### src/rtl/mux_pkg.sv
// Constants and FSM state type shared by the mux stage and its sequencer.
package mux_pkg;
    localparam int unsigned MUX_SEL_W = 4;
    localparam int unsigned MUX_WIDTH = 2 ** MUX_SEL_W;

    typedef enum logic [1:0] {
        IDLE,
        SETTLE,
        SEND,
        DONE
    } state_t;
endpackage

### src/rtl/mux_sel_sequencer.sv
// Paces the 16:1 mux select through a latched word and streams one bit per
// position on a valid/ready serial interface.
module mux_sel_sequencer
    import mux_pkg::*;
#(
    parameter int unsigned WIDTH     = MUX_WIDTH,
    parameter int unsigned SEL_W     = MUX_SEL_W,
    parameter bit          MSB_FIRST = 1'b0
) (
    input  logic             clk,
    input  logic             rst_n,
    input  logic             start,
    input  logic [WIDTH-1:0] data_in,
    input  logic [SEL_W:0]   count,
    output logic [WIDTH-1:0] mux_in,
    output logic [SEL_W-1:0] mux_sel,
    input  logic             mux_out,
    output logic             ser_bit,
    output logic             ser_valid,
    input  logic             ser_ready,
    output logic             ser_last,
    output logic             busy,
    output logic             done
);
    state_t           state_q, state_d;
    logic [WIDTH-1:0] mux_in_d;
    logic [SEL_W-1:0] mux_sel_d;
    logic [SEL_W:0]   n_left_q, n_left_d;
    logic             ser_bit_d, ser_valid_d, ser_last_d, busy_d, done_d;
    logic [SEL_W:0]   count_clip;

    // Zero or oversize requests send the full word.
    assign count_clip = (count == '0 || 32'(count) > WIDTH) ? (SEL_W+1)'(WIDTH) : count;

    always_ff @(posedge clk or negedge rst_n) begin
        if (!rst_n) begin
            state_q   <= IDLE;
            mux_in    <= '0;
            mux_sel   <= '0;
            n_left_q  <= '0;
            ser_bit   <= 1'b0;
            ser_valid <= 1'b0;
            ser_last  <= 1'b0;
            busy      <= 1'b0;
            done      <= 1'b0;
        end else begin
            state_q   <= state_d;
            mux_in    <= mux_in_d;
            mux_sel   <= mux_sel_d;
            n_left_q  <= n_left_d;
            ser_bit   <= ser_bit_d;
            ser_valid <= ser_valid_d;
            ser_last  <= ser_last_d;
            busy      <= busy_d;
            done      <= done_d;
        end
    end

    always_comb begin
        state_d     = state_q;
        mux_in_d    = mux_in;
        mux_sel_d   = mux_sel;
        n_left_d    = n_left_q;
        ser_bit_d   = ser_bit;
        ser_valid_d = ser_valid;
        ser_last_d  = ser_last;
        busy_d      = busy;
        done_d      = 1'b0;
        unique case (state_q)
            IDLE: begin
                if (start) begin
                    mux_in_d  = data_in;
                    n_left_d  = count_clip;
                    mux_sel_d = MSB_FIRST ? SEL_W'(WIDTH - 1) : '0;
                    busy_d    = 1'b1;
                    state_d   = SETTLE;
                end
            end
            SETTLE: begin
                ser_bit_d   = mux_out;
                ser_valid_d = 1'b1;
                ser_last_d  = (n_left_q == (SEL_W+1)'(1));
                state_d     = SEND;
            end
            SEND: begin
                if (ser_valid && ser_ready) begin
                    ser_valid_d = 1'b0;
                    n_left_d    = n_left_q - (SEL_W+1)'(1);
                    // done is registered so it is high exactly while in DONE.
                    if (ser_last) begin
                        done_d  = 1'b1;
                        state_d = DONE;
                    end else begin
                        mux_sel_d = MSB_FIRST ? mux_sel - SEL_W'(1) : mux_sel + SEL_W'(1);
                        state_d   = SETTLE;
                    end
                end
            end
            DONE: begin
                busy_d  = 1'b0;
                state_d = IDLE;
            end
            default: state_d = IDLE;
        endcase
    end
endmodule

### config.mk
export PLATFORM = sky130hd
export DESIGN_NAME = mux_sel_sequencer
export DESIGN_NICKNAME = d
export VERILOG_FILES = /design/src/rtl/mux_pkg.sv /design/src/rtl/mux_sel_sequencer.sv
export SDC_FILE = /design/constraint.sdc
export NUM_CORES = 1
export LEC_CHECK = 0
export CAP_MARGIN = 20
export CELL_PAD_IN_SITES_DETAIL_PLACEMENT = 0
export CELL_PAD_IN_SITES_GLOBAL_PLACEMENT = 1
export CORE_ASPECT_RATIO = 1.1
export CORE_UTILIZATION = 35
export CTS_CLUSTER_SIZE = 8
export DETAILED_ROUTE_END_ITERATION = 10
export GPL_TIMING_DRIVEN = 0
export PLACE_DENSITY_LB_ADDON = 0.1
export REMOVE_ABC_BUFFERS = 1
export SYNTH_ARGS = -nofsm -noshare
export SYNTH_HDL_FRONTEND = slang
export SYNTH_SLANG_ARGS = --single-unit
### constraint.sdc
create_clock -name clk -period 2 [get_ports clk]
set_clock_uncertainty 0.1 [all_clocks]
set_input_delay 0.4 -clock clk [delete_from_list [all_inputs] [get_ports clk]]
set_output_delay 0.4 -clock clk [all_outputs]
set_load 0.01 [all_outputs]
==> results.py <==
metrics = {
    "power": {
        "seq_power_share_pct": 36.9,
        "ir_drop_mv": 0.675,
        "p_sw_share_pct": 32.3,
        "p_sw_uw": 1060,
        "powerDensity_nw_per_um2": 1470,
        "p_leak_uw": 0.000961,
        "clockPowerShare_pct": 20.5,
        "p_int_uw": 2230,
        "pwr-share-comb_pct": 42.6,
        "totalPowerFinal_uw": 3290,
    },
    "sta": {
        "timing.final.crit_share_pct": 95.5,
        "fin_ws_ns": 0.0900,
        "rsz0062_at_grt": "false",
        "worstMarginPinSlew_ns": 0.703,
        "final_hold_viol_count": 0,
        "max_freq_mhz": 524,
        "finalSetupViolCount": 0,
        "tns_ns": 0,
        "slew_headroom_pct": 53.1,
        "finalCriticalPeriod_ns": 1.91,
        "drv_slew": 0,
        "whs_ns": 0.0663,
    },
    "clock_network": {
        "cts.htree.levels": 2,
        "cts_buffer_depth": 2,
        "clkLatencyLatePin_ns": 0.28,
        "numCtsBuffers": 5,
        "cts_num_sinks": 32,
        "clk_pin_slew_worst_paths_ns": 0.06,
        "cts_tree": "done",
        "cts-root-buf": "clkbuf_8",
    },
    "outcome": {
        "status": "finished clean",
    },
    "layout": {
        "drive_gt1_share_pct": 21.0,
        "finish.utilization_pct": 54.7,
        "n_antenna_cell": 0,
        "fin_nets": 210,
        "n_fill_cell": 387,
        "syn_to_final_growth_pct": 45.0,
    },
    "placed_design": {
        "dp_slack_ns": -0.549,
        "io_buffers": 50,
        "gp_congestion": 0.702,
        "dp_hpwl_mm": 2.15,
    },
    "route": {
        "remaining_drc_errors": 0,
        "wl_mm": 3.21,
        "via_per_inst": 5.01,
        "drt-initial-drc-count": 59,
        "wl_per_cell_microns": 13.8,
        "ant_nets": 0,
        "firstDrtPassIters": 4,
        "vias": 1167,
    },
    "logic_synthesis": {
        "netlist_instances": 126,
        "synth_area_per_cell_sq_um": 12.2,
        "ys_ff_latch": 32,
        "ys_warn_count": 0,
        "netlist_top_cells_count": "dfrtp_1, mux2_2, inv_1",
        "async_flop_share_pct": 100,
        "synth-edff-count": 0,
        "yosysUniqueCellTypes": 34,
        "synth_most_common_cell": "dfrtp_1",
        "yosysSeqAreaShare_pct": 52.0,
        "synth_flop_cell": "dfrtp_1",
        "yosysTopAreaCell": "dfrtp_1",
        "synthTopCellsByArea": "dfrtp_1, mux2_2, ha_1",
        "syn_area_sq_um": 1540,
        "netlist.area_leader.share_pct": 52.0,
    },
    "worst_setup_path": {
        "crit_fanout": 4,
        "setup.worst_path.class": "in2reg",
        "end_kind": "flip-flop",
        "regToRegSetupSlack_ns": 0.22,
        "crit_required_ns": 2.11,
        "worstPathArrival_ns": 2.02,
        "start_kind": "input port",
    },
    "global_route": {
        "grt_use_met1_pct": 18.8,
        "use_met2_pct": 25.3,
        "grt_pass1_wl_mm": 5.44,
        "grt_overflow": 0,
        "antenna_found_initial": 0,
        "grt_pass1_vias": 1189,
        "grt-busiest-layer": "met2",
        "met3_usage_pct": 4.78,
        "groute.usage.overall_pct": 15.2,
        "grt_max_degree": 33,
    },
    "die": {
        "die_h_microns": 71.6,
        "core.rowCount": 24,
        "die_w_microns": 65.3,
        "floorplan.initialDensity_pct": 37.7,
        "dieArea_sq_um": 4670,
        "fp.coreArea_sq_um": 4080,
        "ios": 51,
    },
    "min_path": {
        "hold_path_class": "in2async",
    },
    "run": {
        "maxCapViolCount": 0,
    },
}
metrics by stage:
step / cells / area [sq um]
detailed placement: 222 / 2040
finish: 233 / 2230
global route: 233 / 2230
global placement: 222 / 2050
CTS: 231 / 2200
floorplan: 120 / 1480
flip-flops by register name (all words and copies together), names as in the netlist:
signal     cells
ser_bit        1
mux_in        16
mux_sel        4
done           1
state_q        2
n_left_q       5
ser_valid      1
ser_last       1
busy           1
routing by layer:
layer	vias up	wire length, microns	share of wire [%]
li1	557	-	-
met1	573	1390	43
met2	34	1620	50
met3	3	166	5.2
met4	0	30	0.94
met5	-	0	0
worst paths after layout:
check,from,endpoint,depth (start not counted)
max,count[2],n_left_q[1],6
min,rst_n,mux_in[15],1
max reg2reg,state_q[1],mux_sel[0],3
min reg2reg,n_left_q[4],ser_last,1
max in group asynchronous,rst_n,busy,1
min in group clk,n_left_q[4],ser_last,1
final cells by class:
type	count	area (sq um)	area share, %
clock inverters	1	30.0	1.34
repair buffers	52	523	23.4
flip-flops and latches	32	801	35.9
inverters	8	30.0	1.34
well taps	52	65.1	2.91
multi-input cells	81	688	30.8
clock buffers	7	96.3	4.31
timing repair:
| action | in CTS | in global routing |
|---|---|---|
| endpoints found under the setup margin | 23 | 11 |
| resized for setup | 4 | 2 |
| pin swaps | 2 | 2 |
| buffers inserted | 0 | 2 |
| hold buffers | 0 | 0 |
| gates cloned | 1 | 0 |
| endpoints found under the hold margin | 0 | 0 |
power groups by stage:
stage | combinational (uW) | clock (uW) | sequential [uW]
2_1_floorplan | 636 | 0 | 1270
3_3_place_gp | 1340 | 0 | 1190
3_5_place_dp | 1360 | 0 | 1210
4_1_cts | 1370 | 693 | 1210
5_1_grt | 1520 | 723 | 1260
6_report | 1400 | 674 | 1210
logic make-up (layout without fill, tap and decap cells):
family	Yosys count	in the layout	synth area share [%]
mux	23	23	16.6
buf+inv	14	68	5.61
simple gates	34	35	14.0
flops	32	32	52.0
fa+ha+maj	4	4	3.25
compound gates	19	19	8.61
worst max-delay path: stages:
cell,delay [ns]
clkdlybuf4s50_1,0.42
or4_4,0.44
ha_4,0.24
nand2b_1,0.14
mux2_2,0.26
mux2i_1,0.12
cells in the final DEF, fill, tap and decap left out, drive strengths merged, types with 2 or more instances in the layout:
master,count
clkdlybuf4s50,46
dfrtp,32
mux2,20
inv,8
nand2,7
clkbuf,7
a21oi,5
nor2,5
ha,4
o22ai,3
mux2i,3
nor2b,3
nor3b,3
nand2b,3
buf,3
nand3b,2
nor3,2
a21o,2
a32oi,2
nand4b,2
nand3,2
o21ai,2
dlygate4sd2,2
(Power assumes the default switching activity.)
